File: config.mk
export PLATFORM = sky130hd
export DESIGN_NAME = rv_mem_arbiter
export DESIGN_NICKNAME = d
export VERILOG_FILES = /design/src/rtl/rv_mem_arbiter.sv
export SDC_FILE = /design/constraint.sdc
export NUM_CORES = 1
export LEC_CHECK = 0
export ABC_AREA = 1
export CAP_MARGIN = 20
export CELL_PAD_IN_SITES_DETAIL_PLACEMENT = 2
export CELL_PAD_IN_SITES_GLOBAL_PLACEMENT = 2
export CORE_UTILIZATION = 23
export CTS_CLUSTER_DIAMETER = 120
export DETAILED_ROUTE_END_ITERATION = 6
export GPL_TIMING_DRIVEN = 0
export HOLD_SLACK_MARGIN = 0.1
export PLACE_DENSITY_LB_ADDON = 0.1
export REMOVE_ABC_BUFFERS = 1
export SLEW_MARGIN = 20
export SYNTH_ARGS = -nofsm -noshare
export SYNTH_HDL_FRONTEND = slang
export SYNTH_SLANG_ARGS = --single-unit
File: constraint.sdc
create_clock -name clk -period 4.85 [get_ports clk]
set_input_delay 0.485 -clock clk [delete_from_list [all_inputs] [get_ports clk]]
set_output_delay 0.485 -clock clk [all_outputs]
set_load 0.02 [all_outputs]
File: src/rtl/rv_mem_arbiter.sv
// rv_mem_arbiter: shares one single-ported memory between fetch and data with data priority and bounded fetch starvation
module rv_mem_arbiter #(
  parameter int AW = 32,
  parameter int DW = 32,
  parameter int MAX_DATA_BURST = 4
) (
  input  logic            clk,
  input  logic            rst,
  input  logic            if_req,
  input  logic [AW-1:0]   if_addr,
  output logic [DW-1:0]   if_rdata,
  output logic            if_ready,
  input  logic            d_req,
  input  logic            d_we,
  input  logic [AW-1:0]   d_addr,
  input  logic [DW-1:0]   d_wdata,
  input  logic [DW/8-1:0] d_be,
  output logic [DW-1:0]   d_rdata,
  output logic            d_ready,
  output logic            mem_req,
  output logic            mem_we,
  output logic [AW-1:0]   mem_addr,
  output logic [DW-1:0]   mem_wdata,
  output logic [DW/8-1:0] mem_be,
  input  logic [DW-1:0]   mem_rdata,
  input  logic            mem_ack,
  output logic            arb_busy
);
  localparam int SW = $clog2(MAX_DATA_BURST + 1);
  typedef enum logic [2:0] {IDLE, BUSY_I, BUSY_D, RESP_I, RESP_D} state_t;
  state_t state;
  logic [SW-1:0] streak;
  logic fetch_win;
  logic streak_max;
  always_comb begin
    streak_max = streak == SW'(MAX_DATA_BURST);
    fetch_win = if_req && (!d_req || streak_max);
  end
  always_ff @(posedge clk or posedge rst) begin
    if (rst) begin
      state <= IDLE;
      streak <= '0;
      if_rdata <= '0;
      d_rdata <= '0;
      if_ready <= 1'b0;
      d_ready <= 1'b0;
      mem_req <= 1'b0;
      mem_we <= 1'b0;
      mem_addr <= '0;
      mem_wdata <= '0;
      mem_be <= '0;
      arb_busy <= 1'b0;
    end else begin
      case (state)
        IDLE: if (if_req || d_req) begin
          state <= fetch_win ? BUSY_I : BUSY_D;
          mem_req <= 1'b1;
          arb_busy <= 1'b1;
          mem_we <= !fetch_win && d_we;
          mem_addr <= fetch_win ? if_addr : d_addr;
          mem_wdata <= fetch_win ? '0 : d_wdata;
          mem_be <= fetch_win ? '1 : d_be;
          streak <= (fetch_win || !if_req) ? '0 : streak_max ? streak : streak + SW'(1);
        end
        BUSY_I: if (mem_ack) begin
          state <= RESP_I;
          mem_req <= 1'b0;
          if_ready <= 1'b1;
          if_rdata <= mem_rdata;
        end
        BUSY_D: if (mem_ack) begin
          state <= RESP_D;
          mem_req <= 1'b0;
          d_ready <= 1'b1;
          d_rdata <= mem_we ? d_rdata : mem_rdata;
        end
        default: begin
          state <= IDLE;
          if_ready <= 1'b0;
          d_ready <= 1'b0;
          arb_busy <= 1'b0;
        end
      endcase
    end
  end
endmodule

==> results of run 1 <==
[synthesized netlist by cell type (all sizes together)]
master    n
nand3    77
o21bai    1
buf      32
nor2      6
xor2      1
clkbuf    6
ha        2
dfrtp   143
o21ai    74
inv     109
nand2   282
[metal layers]
layer | track usage (%) | routed length (um) | up-vias
met2 | 28.5 | 10900 | 135
li1 | - | - | 2761
met4 | 5.23 | 321 | 0
met3 | 4.66 | 1280 | 18
met5 | 0 | 0 | -
met1 | 18.6 | 8840 | 2732
[cell families (layout without fill, tap and decap cells)]
group                    count (synthesis)  after routing  synth area share, %
AND/OR/NAND/NOR                        365            365                 24.0
adder cells (fa/ha/maj)                  2              2                0.401
XOR/XNOR                                 1              1                0.140
flip-flops                             143            143                 57.3
buffers and inverters                  147            421                 10.4
AO/OA/AOI/OAI                           75             75                 7.74
other                                    0              1                    0
[state kept, by name, summed over array words and instances, names as in the netlist]
| name | flops |
|---|---|
| d_rdata | 32 |
| if_rdata | 32 |
| mem_addr | 32 |
| mem_wdata | 32 |
| mem_be | 4 |
| state | 3 |
| streak | 3 |
| arb_busy | 1 |
| d_ready | 1 |
| if_ready | 1 |
| mem_req | 1 |
| mem_we | 1 |
[worst min-delay path, delay by kind of cell, from the launching register on]
kind,cells,cell delay (ns)
AND/OR/NAND/NOR,2,0.10
flip-flops,1,0.34
[cells in the final DEF (no fill, tap or decap)]
master / n
sky130_fd_sc_hd__nand2_1: 278
sky130_fd_sc_hd__clkdlybuf4s50_1: 274
sky130_fd_sc_hd__dfrtp_1: 143
sky130_fd_sc_hd__inv_1: 106
sky130_fd_sc_hd__nand3_1: 76
sky130_fd_sc_hd__o21ai_0: 39
sky130_fd_sc_hd__o21ai_2: 28
sky130_fd_sc_hd__clkbuf_16: 17
sky130_fd_sc_hd__o21ai_1: 7
sky130_fd_sc_hd__inv_6: 6
sky130_fd_sc_hd__inv_8: 4
sky130_fd_sc_hd__buf_12: 3
sky130_fd_sc_hd__buf_16: 3
sky130_fd_sc_hd__nand2_4: 2
sky130_fd_sc_hd__nor2_1: 2
sky130_fd_sc_hd__nor2_4: 2
sky130_fd_sc_hd__nand2_2: 2
sky130_fd_sc_hd__nor2_2: 2
sky130_fd_sc_hd__ha_1: 2
sky130_fd_sc_hd__clkinv_4: 2
sky130_fd_sc_hd__clkinv_8: 2
sky130_fd_sc_hd__diode_2: 1
sky130_fd_sc_hd__inv_2: 1
sky130_fd_sc_hd__inv_4: 1
sky130_fd_sc_hd__nand3_4: 1
sky130_fd_sc_hd__xor2_1: 1
sky130_fd_sc_hd__o21bai_1: 1
sky130_fd_sc_hd__clkinv_2: 1
sky130_fd_sc_hd__bufinv_16: 1
[per-stage QoR]
step	TNS, ns	worst slack, ns	util, %	instance area (sq um)	total power, mW
detailed placement	0	2.14	35.4	9340	5.31
global route	0	2.20	37.7	9930	7.00
CTS	0	2.38	37.7	9930	6.71
global placement	-322.82	-2.27	34.8	9170	5.16
floorplan	0	0.527	-	6000	3.58
finish	0	2.51	37.7	9940	6.55
[path summary, 6_finish.rpt]
| path | end | slack [ns] |
|---|---|---|
| worst max-delay path | mem_addr[16]$_DFFE_PP0P_ | 2.51 |
| worst min-delay path | mem_addr[16]$_DFFE_PP0P_ | 0.48 |
| worst max register to register | mem_addr[16]$_DFFE_PP0P_ | 2.51 |
| worst min register to register | mem_addr[16]$_DFFE_PP0P_ | 0.48 |
| max in group asynchronous | mem_wdata[2]$_DFFE_PP0P_ | 3.58 |
| min in group asynchronous | d_rdata[9]$_DFFE_PP0P_ | 0.50 |
[power by group]
| group | switching [mW] | total [mW] | internal [mW] | leakage, nW |
|---|---|---|---|---|
| Clock | 0.608 | 1.34 | 0.736 | 0.295 |
| Sequential | 0.298 | 2.04 | 1.74 | 1.79 |
| Combinational | 1.75 | 3.16 | 1.41 | 2.83 |
| Total | 2.66 | 6.55 | 3.89 | 4.91 |
[final cells by class]
| type | count | area, sq um | share of cell area (%) |
|---|---|---|---|
| Timing Repair Buffer | 280 | 2890 | 29.0 |
| Clock buffer | 17 | 425 | 4.28 |
| Sequential cell | 143 | 3580 | 36.0 |
| Tap cell | 335 | 419 | 4.22 |
| Inverter | 109 | 419 | 4.22 |
| Multi-Input combinational cell | 443 | 2040 | 20.5 |
| Antenna cell | 1 | 2.50 | 0.0252 |
| Clock inverter | 15 | 171 | 1.73 |
==> flow_summary.yaml, run 1 <==
status:
  status: "complete, no violations"
grt:
  grt.total_usage_pct: 16.1
  grt_antenna_before_repair: 1
  first_global_vias: 6265
  grt_pass1_wl_um: 34800
  overflow: 0
  grt_start_max_net_pins: 80
detailed_routing:
  detailroute.via_count: 5646
  route.detailed.wl_per_inst_um: 15.9
  first_iter_violations: 257
  wirelength_um: 21400
  vias_per_cell: 4.20
  drt_pre_antenna_iters: 4
  drt.antenna.violating_nets: 0
  drc_errors: 0
placed_design:
  gp_congestion: 0.688
  placedCellCount: 1310
  post-dp-hpwl_um: 14900
  port-buffer-count: 274
timing:
  tightestPinTransition_ns: 0.873
  finalClockSkew_ns: 0.0143
  period_minus_slack_ns: 2.34
  unrepaired_setup_endpoints_after_global_routing: "no"
  final-max-slew-violation-count: 0
  fmax_mhz: 428
  setup_viol_count_final: 0
  timing.slew.headroom_pct: 41.8
  finalHoldViolations: 0
  fin_crit_sh_pct: 48.2
  finalHoldWorstSlack_ns: 0.482
power:
  p_leak_nw: 4.91
  peakVddDrop_v: 0.000193
  cellPowerDensity_nw_per_um2: 659
die:
  initial_core_util_pct: 23.7
  fp.dieArea_sq_um: 27800
  count_of_standard_cell_rows: 59
  placeable_core_region_sq_um: 26400
  design.portCount: 275
  fp.dieH_um: 167
  die_w_um: 167
synthesis:
  postSynthAreaPerCell_sq_um: 8.52
  yosysTopAreaCellShare_pct: 57.3
  yosys.cell_types.count: 21
  synth_seq_area_share_pct: 57.3
  netlist.top_cell.by_area: "sky130_fd_sc_hd__dfrtp_1"
  synth_cells: 733
  synth.cell_area_sq_um: 6240
  yosys_warnings: 0
  synth_seq_cells: 143
  synth.area.top_cells: "sky130_fd_sc_hd__dfrtp_1, sky130_fd_sc_hd__nand2_1, sky130_fd_sc_hd__inv_1"
cells_and_area:
  layoutNonFillerInstCount: 1343
  fillerInstances: 2964
  design.final.nets: 1134
  area_growth_pct: 59.2
  layout-drive-gt1-share_pct: 7.75
clock_network:
  cts_bufs_inserted: 17
  cts_tree: "done"
  insertion_delay_ns: 0.43
  ctsHtreeMaxLevel: 4
  cts_repair_resize_count: 0
  cts_hold_buf: 0
  count_of_buffers_added_by_post_cts_timing_repair_for_setup: 0
  root_buffer: "sky130_fd_sc_hd__clkbuf_16"
  worst_setup_hold_path_clk_slew_ns: 0.07
  clock_path_buffers: 2
  cts.sink_count: 143
setup_path:
  cp_max_fo: 36
  origin_of_the_worst_setup_path: "streak[0]$_DFFE_PP0P_"
  end_kind: "register"
  setup.worst_path.start_class: "register"
  r2r_cells: 10
  critPathRequiredTime_ns: 5.17
  crit_chain: "inv_1 > ha_1 > nand2_1 > nand2_1 > nand2_4 > buf_12 > inv_2 > nand2_1 > nand3_1 > nand2_1"
  crit_buf_inv: 3
  path_depth: 10
  cp.arrival_ns: 2.65
  r2r-start: "streak[0]$_DFFE_PP0P_"
  crit_family: "buffers and inverters"
  critPathKind: "reg -> reg"
  crit_path_max_incr_delay_ns: 0.55
  timing.critical_path.slowest_stage_cell: "sky130_fd_sc_hd__inv_2"
  critical-path-top-cell-by-count: "sky130_fd_sc_hd__nand2_1"
worst_hold_path:
  hold-path-cell-count: 2
  hold_path.startpoint: "mem_addr[16]$_DFFE_PP0P_"
  worstHoldPathType: "reg -> reg"
job:
  cap_viol_max_count: 0
(Power assumes the default switching activity.)
==> run 2, diff against run 1 <==
- clock period: 4.85 -> 2.4 ns (I/O delays scaled with it)
==> flow_summary.yaml, run 2 (same netlist as run 1, synthesis figures left out) <==
status:
  status: "complete, no violations"
die:
  die_w_um: 167
  placeable_core_region_sq_um: 26400
  initial_core_util_pct: 23.7
  design.portCount: 275
  fp.dieH_um: 167
  fp.dieArea_sq_um: 27800
  count_of_standard_cell_rows: 59
cells_and_area:
  post_layout_inst_area_sq_um: 9940
  mostFrequentLayoutCells: "sky130_fd_sc_hd__nand2_1, sky130_fd_sc_hd__clkdlybuf4s50_1, sky130_fd_sc_hd__dfrtp_1"
  layout-drive-gt1-share_pct: 7.75
  design.final.nets: 1134
  area_growth_pct: 59.2
  layout.cells.most_common: "sky130_fd_sc_hd__nand2_1"
  fillerInstances: 2962
setup_path:
  timing.critical_path.slowest_stage_cell: "sky130_fd_sc_hd__dfrtp_1"
  cp_max_fo: 36
  crit_family: "buffers and inverters"
  r2r_setup_slack_ns: 0.30
  end_kind: "register"
  crit_buf_inv: 3
  cp.arrival_ns: 2.41
  r2r-start: "streak[0]$_DFFE_PP0P_"
  origin_of_the_worst_setup_path: "streak[0]$_DFFE_PP0P_"
  r2r_cells: 10
  timing.critical_path.to: "mem_addr[16]$_DFFE_PP0P_"
  setup.worst_path.start_class: "register"
  worstReg2RegEnd: "mem_addr[16]$_DFFE_PP0P_"
  crit_chain: "inv_1 > ha_1 > nand2_1 > nand2_1 > nand2_4 > buf_12 > inv_4 > nand2_1 > nand3_1 > nand2_1"
  critical-path-top-cell-by-count: "sky130_fd_sc_hd__nand2_1"
  crit_path_max_incr_delay_ns: 0.38
  critPathKind: "reg -> reg"
  path_depth: 10
  critPathRequiredTime_ns: 2.72
grt:
  grt.total_usage_pct: 16.1
  grt_pass1_wl_um: 34800
  first_global_vias: 6265
  overflow: 0
  grt_antenna_before_repair: 1
  grt_start_max_net_pins: 80
timing:
  tightestPinTransition_ns: 0.874
  fmax_mhz: 477
  finalClockSkew_ns: 0.0143
  setup_viol_count_final: 0
  finalHoldWorstSlack_ns: 0.260
  unrepaired_setup_endpoints_after_global_routing: "no"
  finalHoldViolations: 0
  final-max-slew-violation-count: 0
  period_minus_slack_ns: 2.10
  fin_crit_sh_pct: 87.3
  timing.slew.headroom_pct: 41.7
  post-route-worst-setup-slack_ns: 0.304
detailed_routing:
  route.detailed.wl_per_inst_um: 15.9
  drc_errors: 0
  vias_per_cell: 4.21
  drt_pre_antenna_iters: 4
  first_iter_violations: 250
  drt.antenna.violating_nets: 0
  detailroute.via_count: 5651
  wirelength_um: 21400
clock_network:
  clock_path_buffers: 2
  cts_tree: "done"
  cts_bufs_inserted: 17
  cts_repair_resize_count: 1
  cts_hold_buf: 0
  count_of_buffers_added_by_post_cts_timing_repair_for_setup: 0
  insertion_delay_ns: 0.43
  cts.sink_count: 143
  root_buffer: "sky130_fd_sc_hd__clkbuf_16"
  ctsHtreeMaxLevel: 4
  worst_setup_hold_path_clk_slew_ns: 0.07
placed_design:
  postPlaceCellArea_sq_um: 9340
  post-dp-hpwl_um: 14900
  port-buffer-count: 274
  dp_slack_ns: -0.0676
  gp_congestion: 0.688
power:
  peakVddDrop_v: 0.000390
  cellPowerDensity_nw_per_um2: 1330
  p_leak_nw: 4.91
  total_power_mw: 13.2
job:
  cap_viol_max_count: 0
worst_hold_path:
  worstHoldPathType: "in -> async"
-- run 2: changes by cell type in the layout (fill, tap and decap cells not counted) --
cell                    before  now
sky130_fd_sc_hd__inv_4       1    2
sky130_fd_sc_hd__inv_2       1    0
-- run 2: cell type report --
class / instances / area [sq um] / share of cell area (%)
diodes: 1 / 2.50 / 0.0252
repair buffers: 280 / 2890 / 29.0
clock inverters: 15 / 171 / 1.72
multi-input cells: 443 / 2040 / 20.5
clock buffers: 17 / 425 / 4.28
well taps: 335 / 419 / 4.22
flip-flops and latches: 143 / 3580 / 36.0
inverters: 109 / 422 / 4.24
-- run 2: per-stage QoR --
step	instances	setup TNS (ns)	utilization [%]
global route	1342	0	37.7
CTS	1342	0	37.7
finish	1343	0	37.7
floorplan	695	-247.66	-
detailed placement	1310	-1.48	35.4
global placement	1304	-813.83	34.8
-- run 2: worst min path at each step --
stage / endpoint / depth (start not counted) / from / slack [ns]
CTS: d_rdata[25]$_DFFE_PP0P_ / 2 / rst / 0.28
global route: if_rdata[30]$_DFFE_PP0P_ / 2 / rst / 0.31
floorplan: mem_be[0]$_DFFE_PP0P_ / 2 / d_be[0] / 0.37
finish: d_rdata[9]$_DFFE_PP0P_ / 2 / rst / 0.26
global placement: arb_busy$_DFFE_PP0P_ / 2 / arb_busy$_DFFE_PP0P_ / 0.46
detailed placement: mem_addr[18]$_DFFE_PP0P_ / 2 / mem_addr[18]$_DFFE_PP0P_ / 0.46
-- run 2: where the power goes --
| group | total, mW | internal [mW] | switching [mW] |
|---|---|---|---|
| sequential | 4.13 | 3.52 | 0.603 |
| combinational | 6.39 | 2.85 | 3.55 |
| clock | 2.72 | 1.49 | 1.23 |
-- run 2: layer usage --
layer	vias to the layer above	GRT usage [%]	routed length, um	part of all wire (%)
met5	-	0	0	0
met4	0	5.23	321	1.5
met3	18	4.66	1280	6.0
met2	135	28.5	10900	51
met1	2735	18.6	8840	41
li1	2763	-	-	-
==> run 3, diff against run 2 <==
- CTS_CLUSTER_SIZE: default -> 40
==> results of run 3 <==
Same layout as run 2: the final DEF is identical, and so are final timing and power.
